[src/rtl/fibonacci_index_finder.sv]
// Classifies a value as Fibonacci (and its index) by stepping the recurrence once per clock.
// Optional simulation print of each result: define FIB_INDEX_DISPLAY_EN.
module fibonacci_index_finder #(
  parameter int unsigned WIDTH = 20,
  parameter int unsigned IDX_W = 8
) (
  input  logic             clock,
  input  logic             reset_n,
  input  logic             start,
  input  logic [WIDTH-1:0] value,
  output logic             busy,
  output logic             done,
  output logic             is_fib,
  output logic [IDX_W-1:0] index
);

  typedef enum logic [0:0] {StIdle, StSearch} state_e;

  state_e           state_q, state_d;
  logic [WIDTH-1:0] val_q, val_d;
  logic [WIDTH:0]   prev_q, prev_d;
  logic [WIDTH:0]   cur_q, cur_d;
  logic [IDX_W-1:0] idx_q, idx_d;
  logic             busy_q, busy_d;
  logic             done_q, done_d;
  logic             is_fib_q, is_fib_d;
  logic [IDX_W-1:0] index_q, index_d;

  logic [WIDTH:0]   val_ext;
  assign val_ext = {1'b0, val_q};

  always_comb begin
    state_d  = state_q;
    val_d    = val_q;
    prev_d   = prev_q;
    cur_d    = cur_q;
    idx_d    = idx_q;
    busy_d   = busy_q;
    done_d   = 1'b0;
    is_fib_d = is_fib_q;
    index_d  = index_q;
    unique case (state_q)
      StIdle: begin
        if (start) begin
          val_d   = value;
          prev_d  = '0;
          cur_d   = (WIDTH+1)'(1);
          idx_d   = IDX_W'(1);
          busy_d  = 1'b1;
          state_d = StSearch;
        end
      end
      StSearch: begin
        // Zero is checked first: the walk starts at F(1) and would never hit it.
        if (val_q == '0 || cur_q >= val_ext) begin
          is_fib_d = (val_q == '0) || (cur_q == val_ext);
          index_d  = (val_q == '0) ? '0 : idx_q;
          done_d   = 1'b1;
          busy_d   = 1'b0;
          state_d  = StIdle;
        end else begin
          prev_d = cur_q;
          cur_d  = cur_q + prev_q;
          idx_d  = idx_q + IDX_W'(1);
        end
      end
      default: state_d = StIdle;
    endcase
  end

  always_ff @(posedge clock or negedge reset_n) begin
    if (!reset_n) begin
      state_q  <= StIdle;
      val_q    <= '0;
      prev_q   <= '0;
      cur_q    <= '0;
      idx_q    <= '0;
      busy_q   <= 1'b0;
      done_q   <= 1'b0;
      is_fib_q <= 1'b0;
      index_q  <= '0;
    end else begin
      state_q  <= state_d;
      val_q    <= val_d;
      prev_q   <= prev_d;
      cur_q    <= cur_d;
      idx_q    <= idx_d;
      busy_q   <= busy_d;
      done_q   <= done_d;
      is_fib_q <= is_fib_d;
      index_q  <= index_d;
    end
  end

  assign busy   = busy_q;
  assign done   = done_q;
  assign is_fib = is_fib_q;
  assign index  = index_q;

`ifdef FIB_INDEX_DISPLAY_EN
  always @(posedge clock) begin
    if (done_q) $display("Value =%d, is_fib=%b, index=%d", val_q, is_fib_q, index_q);
  end
`else
`endif

endmodule

[config.mk]
export PLATFORM = sky130hd
export DESIGN_NAME = fibonacci_index_finder
export DESIGN_NICKNAME = d
export VERILOG_FILES = /design/src/rtl/fibonacci_index_finder.sv
export SDC_FILE = /design/constraint.sdc
export NUM_CORES = 1
export LEC_CHECK = 0
export ABC_AREA = 1
export CORE_MARGIN = 2
export CORE_UTILIZATION = 50
export DETAILED_ROUTE_END_ITERATION = 12
export PLACE_DENSITY = 0.75
export SETUP_SLACK_MARGIN = 0.1
export SYNTH_ARGS = -nofsm -noshare
export SYNTH_HDL_FRONTEND = slang
export SYNTH_SLANG_ARGS = --single-unit
[constraint.sdc]
create_clock -name clock -period 4.7 [get_ports clock]
set_input_delay 0.705 -clock clock [delete_from_list [all_inputs] [get_ports clock]]
set_output_delay 0.705 -clock clock [all_outputs]
set_load 0.02 [all_outputs]
* Yosys cells after proc, flatten, opt, wreduce, memory -nomap -nowiden
Cells that the tools add are included.
** Word-level totals
- Bits in registers :: 82
- Input bits :: 23
- Output and inout bits :: 11
- Logic and storage cells :: 42
** Operators by class
- Mux-type cells :: 18
- Eq/ne operators :: 4
- $lt $le $gt $ge :: 1
- Add/sub/neg operators :: 2
- Bitwise logic cells :: 1
- Reduce and logical (&&, ||, !) cells :: 7
** Operator list (number)
- 21-bit 2-to-1 mux :: 4
- 21-bit case mux with 2 select lines :: 2
- 8-bit 2-to-1 mux :: 3
- 21-bit adder :: 1
- 21-bit by 20-bit equality test with 1-bit output :: 1
- 21-bit by 20-bit greater-or-equal comparator with 1-bit output :: 1
- 20-bit logical NOT :: 1
- 8-bit case mux with 2 select lines :: 1
- 8-bit by 1-bit adder with 8-bit output, second input constant :: 1
- 2-bit AND reduction :: 4
- 1-bit 2-to-1 mux :: 6
- 2-bit != test, second input constant :: 2
- 1-bit case mux with 2 select lines :: 2
- 1-bit logical OR :: 2
- 2-bit by 1-bit != test with 1-bit output, second input constant :: 1
- 1-bit inverter :: 1

* Longest topological paths before layout
Gate-level depths: netlist of run 1.
- Depth in word-level cells :: 4
- Depth in mapped cells :: 14

* Worst setup path before layout of run 1
No wires, ideal clock.
- Path type :: flip-flop to flip-flop
- Start point :: register cur_q[16]
- End point :: register cur_q[0]
- Path slack :: 2.882 ns
- Setup time :: 0.134 ns
- Data arrival time :: 1.684 ns
- Data required time :: 4.566 ns
- Stages on the path, launching flop included :: 14
- Period minus slack after synthesis :: 1.818 ns
- Path through :: dfrtp_1 > ha_1 > nand2_1 > inv_1 > nand2_1 > nand2_1 > a21oi_1 > nand2_1 > nor2_4 > nand3_2 > buf_6 > buf_6 > nand2_1 > nand3_1
** On the way
- Word-level cells in the longest chain between the ends :: 4
** Ends and longest elaborated chain
- start: declaration :: line 22 : logic [WIDTH:0] cur_q, cur_d;
- start signal: assignment :: line 86 : cur_q <= cur_d;
- 21-bit by 20-bit greater-or-equal comparator with 1-bit output :: line 55 : if (val_q == '0 || cur_q >= val_ext) begin
- 1-bit logical OR :: line 55
- 2-bit != test (no line)
- 2-bit AND reduction (no line)
No other way between the ends.
A chain may end at the register's enable or synchronous reset.

* Worst setup path after layout of run 1
- Start point :: register cur_q[16]
- End point :: register cur_q[5]
The elaborated chain is that of the path after synthesis.

==> results_dict.tcl, run 1 <==
set metrics [dict create \
    outcome "finished clean" \
    ys.warnings.count 0 \
    cp.required_ns 4.90 \
    cts-root-buf "clkbuf_8" \
    multiInputGateArea_um2 2730 \
    post-route-util 0.564 \
    grt_pass1_wl_mm 20.5 \
    io_pins 34 \
    hold_viol_final 0 \
    setup_viol 0 \
    drtPass1Iterations 5 \
    wirelength_mm 11.9 \
    rsz0062_at_grt "false" \
    clock-skew-final_ns 0.0105 \
    tns_ns 0 \
    max_freq_mhz 372 \
    vias 4572 \
    crit_type "reg2reg" \
    critPathArrivalTime_ns 2.89 \
    wl_per_cell_um 13.6 \
    dieHeight_um 106 \
    netlist_area_um2 5180 \
    synthTopCellsByCount "nand2_1 (226), dfrtp_1 (82), nand3_1 (78)" \
    ir_worst_vdd_v 0.000274 \
    place.port_buffers 33 \
    drive_gt1_frac 0.0449 \
    synth_ff_type "dfrtp_1" \
    cts_hold_buf 0 \
    synth.most_common_cell "nand2_1" \
    worstSetupEndpointType "flop" \
    ctsHtreeMaxLevel 3 \
    dp_hpwl_mm 8.68 \
    dpl.cell_count 857 \
    post_cts_buffers 0 \
    start_kind "flop" \
    hold_class "reg2reg" \
    p_per_area_nw_per_um2 574 \
    core-area_um2 10200 \
    synth_area_leaders "dfrtp_1 (40%), nand2_1 (16%), ha_1 (9.9%)" \
    final_nets 797 \
    grt-ovfl-total 0 \
    async_reset_ff_frac 1.00 \
    synthAdderAreaFrac 0.103 \
    ys_seq_area_frac 0.396 \
    synth_nets 770 \
    synth_edf_count 0 \
    insertion_delay_ns 0.36 \
    gp_congestion 0.891 \
    numCtsBuffers 9 \
    layout_setup_ws_ns 2.01 \
    cts.path.max_buffers 2 \
    grt_pass1_vias 4595 \
    drc 0 \
    cap_violations 0 \
    clock_sink_count 82 \
    fill_cells 943 \
    cp_max_fo 45 \
    yosysUniqueCellTypes 31 \
    place_ws_ns 1.89 \
    regArea_um2 2050 \
    antenna_found_initial 0 \
    cts_resized 0 \
    tritoncts "built" \
    slew_headroom 0.183 \
    syn_inst 705 \
    grt_max_degree 83 \
    synth_top_cell_area_share 0.396 \
    clkTransAtPathRegs_ns 0.08 \
    synth-simple-area-share 0.334 \
    syn_avg_cell_area_um2 7.35 \
    initialDrtViolationCount 298 \
    ant_nets 0 \
    area_growth_pct 11.0 \
    fp.dieW_um 106 \
    viasPerCell 5.25 \
    synth_top_family_by_area "simple AND/OR/NAND/NOR gates" \
    n_antenna_cell 0 \
    synth_compound_area_frac 0.0623 \
    worst_slew_pin_slew_ns 1.22 \
    synthMuxAreaShare 0.00217 \
    r2r_slack_ns 2.01 \
    finalCritPeriodShare 0.572 \
    fin_crit_ns 2.69 \
    dieArea_um2 11200 \
    slew_violations 0 \
    synth_largest_area_cell "dfrtp_1" \
    synthXorXnorAreaFrac 0.0254 \
    row_count 37 \
    finalNonFillerCells 871 \
    grt.total_usage 0.225 \
    synth-seq-cells 82 \
    power.leakage_nw 3.07 \
    initial_utilization 0.508 \
]
[worst max-delay path, stage by stage (launching register included)]
cell and delay [ns]:
dfrtp_1 0.42, ha_1 0.30, a21oi_1 0.17, nand2_1 0.07, a21oi_1 0.21, nand2_1 0.13, nor2_4 0.15, nand3_2 0.40
buf_4 0.45, nand3_1 0.12, o21ai_0 0.10
[flip-flops by register name, summed over array words and instances (netlist names)]
register and flops:
cur_q 21, prev_q 21, val_q 20, idx_q 8
index 8, busy 1, done 1, is_fib 1
state_q 1
[path summary, 6_finish.rpt]
| kind | from | to | depth (start not counted) |
|---|---|---|---|
| max | cur_q[16]$_DFFE_PN0P_ | cur_q[5]$_DFFE_PN0P_ | 10 |
| min | busy$_DFFE_PN0P_ | busy$_DFFE_PN0P_ | 2 |
| max reg2reg | cur_q[16]$_DFFE_PN0P_ | cur_q[5]$_DFFE_PN0P_ | 10 |
| min reg2reg | busy$_DFFE_PN0P_ | busy$_DFFE_PN0P_ | 2 |
| max in group asynchronous | reset_n | val_q[15]$_DFFE_PN0P_ | 1 |
| min in group asynchronous | reset_n | val_q[3]$_DFFE_PN0P_ | 1 |
[stage by stage]
step / hold slack, ns / instance area (um^2) / power, mW
floorplan: 0.409 / 5180 / 2.43
finish: 0.484 / 5750 / 3.30
detailed placement: 0.468 / 5580 / 2.83
global route: 0.516 / 5750 / 3.61
CTS: 0.489 / 5750 / 3.30
global placement: 0.457 / 5580 / 2.75
[cell families (layout without fill, tap and decap cells)]
family	after synthesis	count (layout)
and+or+nand+nor	407	407
buffers and inverters	95	125
DFF	82	82
AOI/OAI and AO/OA	63	63
adders and majority gates	42	42
xor gates and xnor gates	15	15
muxes	1	1
[final cells by class]
cell class                      instances  area share
Multi-Input combinational cell        528       0.475
Sequential cell                        82       0.357
Timing Repair Buffer                   35      0.0596
Inverter                               76      0.0496
Tap cell                              136      0.0296
Clock buffer                           12      0.0270
Clock inverter                          2     0.00239
[cells in the final DEF, fill, tap and decap left out, types with 2 or more instances in the layout]
cell type,n
nand2_1,225
dfrtp_1,82
nand3_1,78
nor2_1,75
inv_1,74
ha_1,41
a21oi_1,37
clkdlybuf4s50_1,32
o21ai_0,22
clkbuf_8,11
xnor2_1,9
xor2_1,6
nand4_1,5
nand3b_1,5
nand2_2,4
nor3_1,4
buf_4,3
inv_2,2
nor2_2,2
nand3_2,2
nor2_4,2
nand2_4,2
o21bai_1,2
[report_power, final]
part / leakage [nW] / internal [mW] / switching, mW
Sequential: 1.03 / 0.958 / 0.202
Clock: 0.0883 / 0.216 / 0.250
Combinational: 1.95 / 0.590 / 1.09
[layer usage]
layer	GRT usage	vias up	share of wire
met4	0.0827	0	0.019
met1	0.294	2178	0.46
met5	0	-	0
met2	0.382	72	0.49
li1	-	2304	-
met3	0.0315	18	0.031
Note: power is estimated with default switching activity, not from simulation.
==> inputs of run 2 (changes only) <==
==> constraint.sdc (replaced) <==
create_clock -name clock -period 2.5 [get_ports clock]
set_input_delay 0.375 -clock clock [delete_from_list [all_inputs] [get_ports clock]]
set_output_delay 0.375 -clock clock [all_outputs]
set_load 0.02 [all_outputs]
==> results_dict.tcl, run 2 (same netlist as run 1, synthesis figures left out) <==
set metrics [dict create \
    cts.path.max_buffers 2 \
    wirelength_mm 12.2 \
    viasPerCell 5.28 \
    drc 0 \
    dieHeight_um 106 \
    cp_max_fo 24 \
    initial_utilization 0.508 \
    tns_ns 0 \
    fill_cells 904 \
    grt_max_degree 49 \
    ir_worst_vdd_v 0.000452 \
    finish.instance_area_um2 5930 \
    timing.hold.ws_ns 0.486 \
    drive_gt1_frac 0.0590 \
    slew_headroom 0.603 \
    insertion_delay_ns 0.37 \
    p_per_area_nw_per_um2 1130 \
    dp_hpwl_mm 9.27 \
    ctsHtreeMaxLevel 3 \
    initialDrtViolationCount 291 \
    worst_slew_pin_slew_ns 0.594 \
    hold_viol_final 0 \
    clkTransAtPathRegs_ns 0.09 \
    core-area_um2 10200 \
    grt-ovfl-total 0 \
    power.leakage_nw 3.16 \
    fp.dieW_um 106 \
    final_nets 806 \
    outcome "finished clean" \
    row_count 37 \
    setup_viol 0 \
    vias 4659 \
    post_cts_buffers 0 \
    fin_crit_ns 2.31 \
    crit_type "reg2reg" \
    hold_class "reg2reg" \
    grt_pass1_wl_mm 20.9 \
    rsz0062_at_grt "true" \
    gp_congestion 0.916 \
    clock-skew-final_ns 0.0110 \
    dieArea_um2 11200 \
    drtPass1Iterations 5 \
    worstSetupEndpointType "flop" \
    grt.total_usage 0.233 \
    wl_per_cell_um 13.9 \
    start_kind "flop" \
    cts-root-buf "clkbuf_8" \
    tritoncts "built" \
    clock_sink_count 82 \
    numCtsBuffers 9 \
    n_antenna_cell 0 \
    finalCritPeriodShare 0.925 \
    grt_pass1_vias 4526 \
    cap_violations 0 \
    io_pins 34 \
    layout_commonest_cell "nand2_1" \
    max_freq_mhz 432 \
    final_cell_mix "nand2_1 (225), dfrtp_1 (82), nand3_1 (78)" \
    top_regs "cur_q: 21 flops, prev_q: 21 flops, val_q: 20 flops" \
    ant_nets 0 \
    antenna_found_initial 0 \
    cp.required_ns 2.80 \
    slew_violations 0 \
    place_area_um2 5670 \
    place.port_buffers 33 \
    area_growth_pct 14.5 \
    critPathArrivalTime_ns 2.61 \
]
[run 2: changes by cell type in the layout (fill, tap and decap cells not counted), sizes merged]
cell	change
buf	+8
clkinvlp	+2
clkinv	-2
bufinv	+3
dlygate4sd3	+1
clkbuf	-3
inv	+2
[run 2: layer usage]
metal  wire [um]  up-vias  share of wire  global-route usage
li1            -     2320              -                   -
met1        5500     2206           0.45               0.309
met2        5900      111           0.48               0.388
met3         571       22          0.047              0.0396
met4         258        0          0.021              0.0780
met5           0        -              0                   0
[run 2: where the power goes]
part / internal (mW) / total [mW] / switching (mW)
sequential: 1.80 / 2.18 / 0.377
combinational: 1.21 / 3.31 / 2.10
clock: 0.673 / 1.20 / 0.527
total: 3.68 / 6.68 / 3.00
[run 2: final timing paths]
kind	from	end	slack (ns)	cells past startpoint
max reg2reg	cur_q[16]$_DFFE_PN0P_	cur_q[11]$_DFFE_PN0P_	0.19	13
min in group asynchronous	reset_n	val_q[2]$_DFFE_PN0P_	0.50	2
max	cur_q[16]$_DFFE_PN0P_	cur_q[11]$_DFFE_PN0P_	0.19	13
min	busy$_DFFE_PN0P_	busy$_DFFE_PN0P_	0.49	2
max in group asynchronous	reset_n	cur_q[13]$_DFFE_PN0P_	1.38	3
min reg2reg	busy$_DFFE_PN0P_	busy$_DFFE_PN0P_	0.49	2
[run 2: area by class of cell]
cell class	instances	area, um^2	area share
clock inverters	7	125	0.0211
inverters	76	285	0.0481
multi-input cells	528	2740	0.462
repair buffers	44	438	0.0738
well taps	136	170	0.0287
clock buffers	9	124	0.0209
flip-flops and latches	82	2050	0.346
[run 2: stage by stage]
stage | power [mW] | setup WS, ns | cells | utilization
detailed placement | 5.45 | 0.283 | 865 | 0.556
global route | 7.27 | 0.0659 | 882 | 0.582
finish | 6.68 | 0.187 | 882 | 0.582
CTS | 6.67 | 0.243 | 882 | 0.582
global placement | 5.31 | 0.333 | 865 | 0.556
floorplan | 4.57 | 0.682 | 705 | -
[run 2: worst max-delay path, stage by stage (launching register included)]
cell and delay [ns]:
dfrtp_1 0.45, ha_1 0.31, nand2_1 0.09, inv_1 0.04, nand2_1 0.05, nand2_1 0.08
a21oi_1 0.20, nand2_1 0.12, nor2_4 0.16, nand2_4 0.08, nor2_4 0.08, buf_4 0.30
nand3_1 0.18, nand2_1 0.09
[run 2: what timing repair did]
| item | 4_1_cts | 5_1_grt |
|---|---|---|
| setup endpoints to repair | 0 | 3 |
| hold buffers | 1 | 0 |
| endpoints found under the hold margin | 34 | 0 |
| resized for setup | 0 | 1 |
==> inputs of run 3 (changes only) <==
--- a/config.mk
+++ b/config.mk
@@ -7,9 +7,9 @@
 export LEC_CHECK = 0
 export ABC_AREA = 1
 export CORE_MARGIN = 2
-export CORE_UTILIZATION = 50
+export CORE_UTILIZATION = 40
 export DETAILED_ROUTE_END_ITERATION = 12
-export PLACE_DENSITY = 0.75
+export PLACE_DENSITY = 0.64
 export SETUP_SLACK_MARGIN = 0.1
 export SYNTH_ARGS = -nofsm -noshare
 export SYNTH_HDL_FRONTEND = slang
==> results_dict.tcl, run 3 (same netlist as run 1, synthesis figures left out) <==
set metrics [dict create \
    outcome "finished clean" \
    drtPass1Iterations 5 \
    whs_path_depth 2 \
    final_cell_mix "nand2_1 (225), dfrtp_1 (82), nand3_1 (78)" \
    hold_class "reg2reg" \
    dieArea_um2 13900 \
    ir_worst_vdd_v 0.000462 \
    critical_path.most_common_cell "nand2_1" \
    ctsHtreeMaxLevel 3 \
    cp_max_fo 37 \
    clock-skew-final_ns 0.00765 \
    top_regs "cur_q: 21 flops, prev_q: 21 flops, val_q: 20 flops" \
    area_growth_pct 16.7 \
    crit_type "reg2reg" \
    path_cells "ha_1 -> nand2_1 -> nor2_1 -> nand2_2 -> nor2_2 -> nand2_1 -> nand2_1 -> nor2_4 -> nand3_4 -> buf_12 -> nand3_1 -> o21ai_0" \
    io_pins 34 \
    dieHeight_um 118 \
    core-area_um2 12600 \
    fin_crit_ns 2.18 \
    hold_viol_final 0 \
    layout_commonest_cell "nand2_1" \
    p_per_area_nw_per_um2 1140 \
    slowest_delay_ns 0.42 \
    wl_per_cell_um 13.8 \
    grt_max_degree 51 \
    initial_utilization 0.410 \
    setup_viol 0 \
    min_from "busy$_DFFE_PN0P_" \
    clkTransAtPathRegs_ns 0.06 \
    rsz0062_at_grt "false" \
    worst_slew_pin_slew_ns 0.448 \
    grt-ovfl-total 0 \
    tns_ns 0 \
    initialDrtViolationCount 277 \
    gp_congestion 0.884 \
    viasPerCell 5.02 \
    drive_gt1_frac 0.0578 \
    cp.required_ns 2.76 \
    fp.dieW_um 118 \
    start_kind "flop" \
    cp.buffers_inverters 1 \
    wirelength_mm 12.7 \
    grt_pass1_wl_mm 21.6 \
    ant_nets 0 \
    clock_sink_count 82 \
    cts.path.max_buffers 2 \
    vias 4598 \
    dp_hpwl_mm 9.50 \
    cap_violations 0 \
    power.leakage_nw 3.19 \
    layout_setup_ws_ns 0.320 \
    crit_family "simple AND/OR/NAND/NOR gates" \
    post-route-util 0.479 \
    antenna_found_initial 0 \
    row_count 41 \
    slew_headroom 0.701 \
    final_nets 804 \
    min_to "busy$_DFFE_PN0P_" \
    grt_pass1_vias 4534 \
    cts-root-buf "clkbuf_16" \
    tritoncts "built" \
    r2r_slack_ns 0.32 \
    power_mw 6.90 \
    grt.total_usage 0.191 \
    worstSetupEndpointType "flop" \
    rr_startpoint "cur_q[16]$_DFFE_PN0P_" \
    r2r_cells 12 \
    numCtsBuffers 9 \
    slew_violations 0 \
    insertion_delay_ns 0.34 \
    place.port_buffers 33 \
    cp_slowest_cell "dfrtp_1" \
    critPathArrivalTime_ns 2.44 \
    n_antenna_cell 0 \
    drc 0 \
    place_ws_ns 0.257 \
    finalCritPeriodShare 0.872 \
    max_freq_mhz 459 \
    rr_endpoint "cur_q[7]$_DFFE_PN0P_" \
]
==> run 3: changes by cell type in the layout (fill, tap and decap cells not counted), sizes merged <==
cell / delta
inv: -1
buf: -2
bufinv: -2
clkbuf: +1
clkinvlp: -1
clkinv: +3
==> run 3: worst max path at each step <==
stage / startpoint / to / cells after the start
final: cur_q[16]$_DFFE_PN0P_ / cur_q[7]$_DFFE_PN0P_ / 12
after floorplan: cur_q[16]$_DFFE_PN0P_ / cur_q[0]$_DFFE_PN0P_ / 13
after detailed placement: val_q[19]$_DFFE_PN0P_ / prev_q[1]$_DFFE_PN0P_ / 13
after CTS: cur_q[0]$_DFFE_PN0P_ / cur_q[16]$_DFFE_PN0P_ / 11
after global routing: cur_q[16]$_DFFE_PN0P_ / cur_q[1]$_DFFE_PN0P_ / 12
after global placement: val_q[19]$_DFFE_PN0P_ / cur_q[5]$_DFFE_PN0P_ / 13
==> run 3: metrics by stage <==
step                std cells  area (um^2)  hold slack, ns
floorplan                 705         5180          0.0794
global placement          899         5720           0.348
detailed placement        899         5720           0.351
CTS                       916         6030           0.480
global route              916         6050           0.500
finish                    916         6050           0.471
==> run 3: metal layers <==
metal,track usage,part of all wire
met2,0.323,0.49
met1,0.251,0.46
met4,0.0565,0.012
met3,0.0315,0.041
met5,0,0
==> run 3: power breakdown <==
group          internal (mW)  switching, mW
Combinational           1.25           2.09
Sequential              1.80          0.385
Clock                  0.803          0.569
Total                   3.86           3.05
==> run 3: repair_timing <==
item	in CTS	in global routing
buffers inserted	0	0
resized for setup	0	2
endpoints found under the hold margin	32	0
setup endpoints to repair	0	27
hold buffers	1	0
==> run 3: cell type report <==
| type | count | area (um^2) |
|---|---|---|
| fillers | 1253 | 6570 |
| multi-input cells | 528 | 2740 |
| flip-flops and latches | 82 | 2050 |
| repair buffers | 42 | 448 |
| inverters | 76 | 285 |
| clock buffers | 10 | 239 |
| well taps | 172 | 215 |
| clock inverters | 6 | 65.1 |
==> run 3: worst reg2reg max path, delay by kind of cell, from the launching register on <==
kind	cells	cell delay (ns)
DFF	1	0.42
buffers and inverters	1	0.22
adders and majority gates	1	0.32
and+or+nand+nor	9	1.05
AOI/OAI and AO/OA	1	0.09
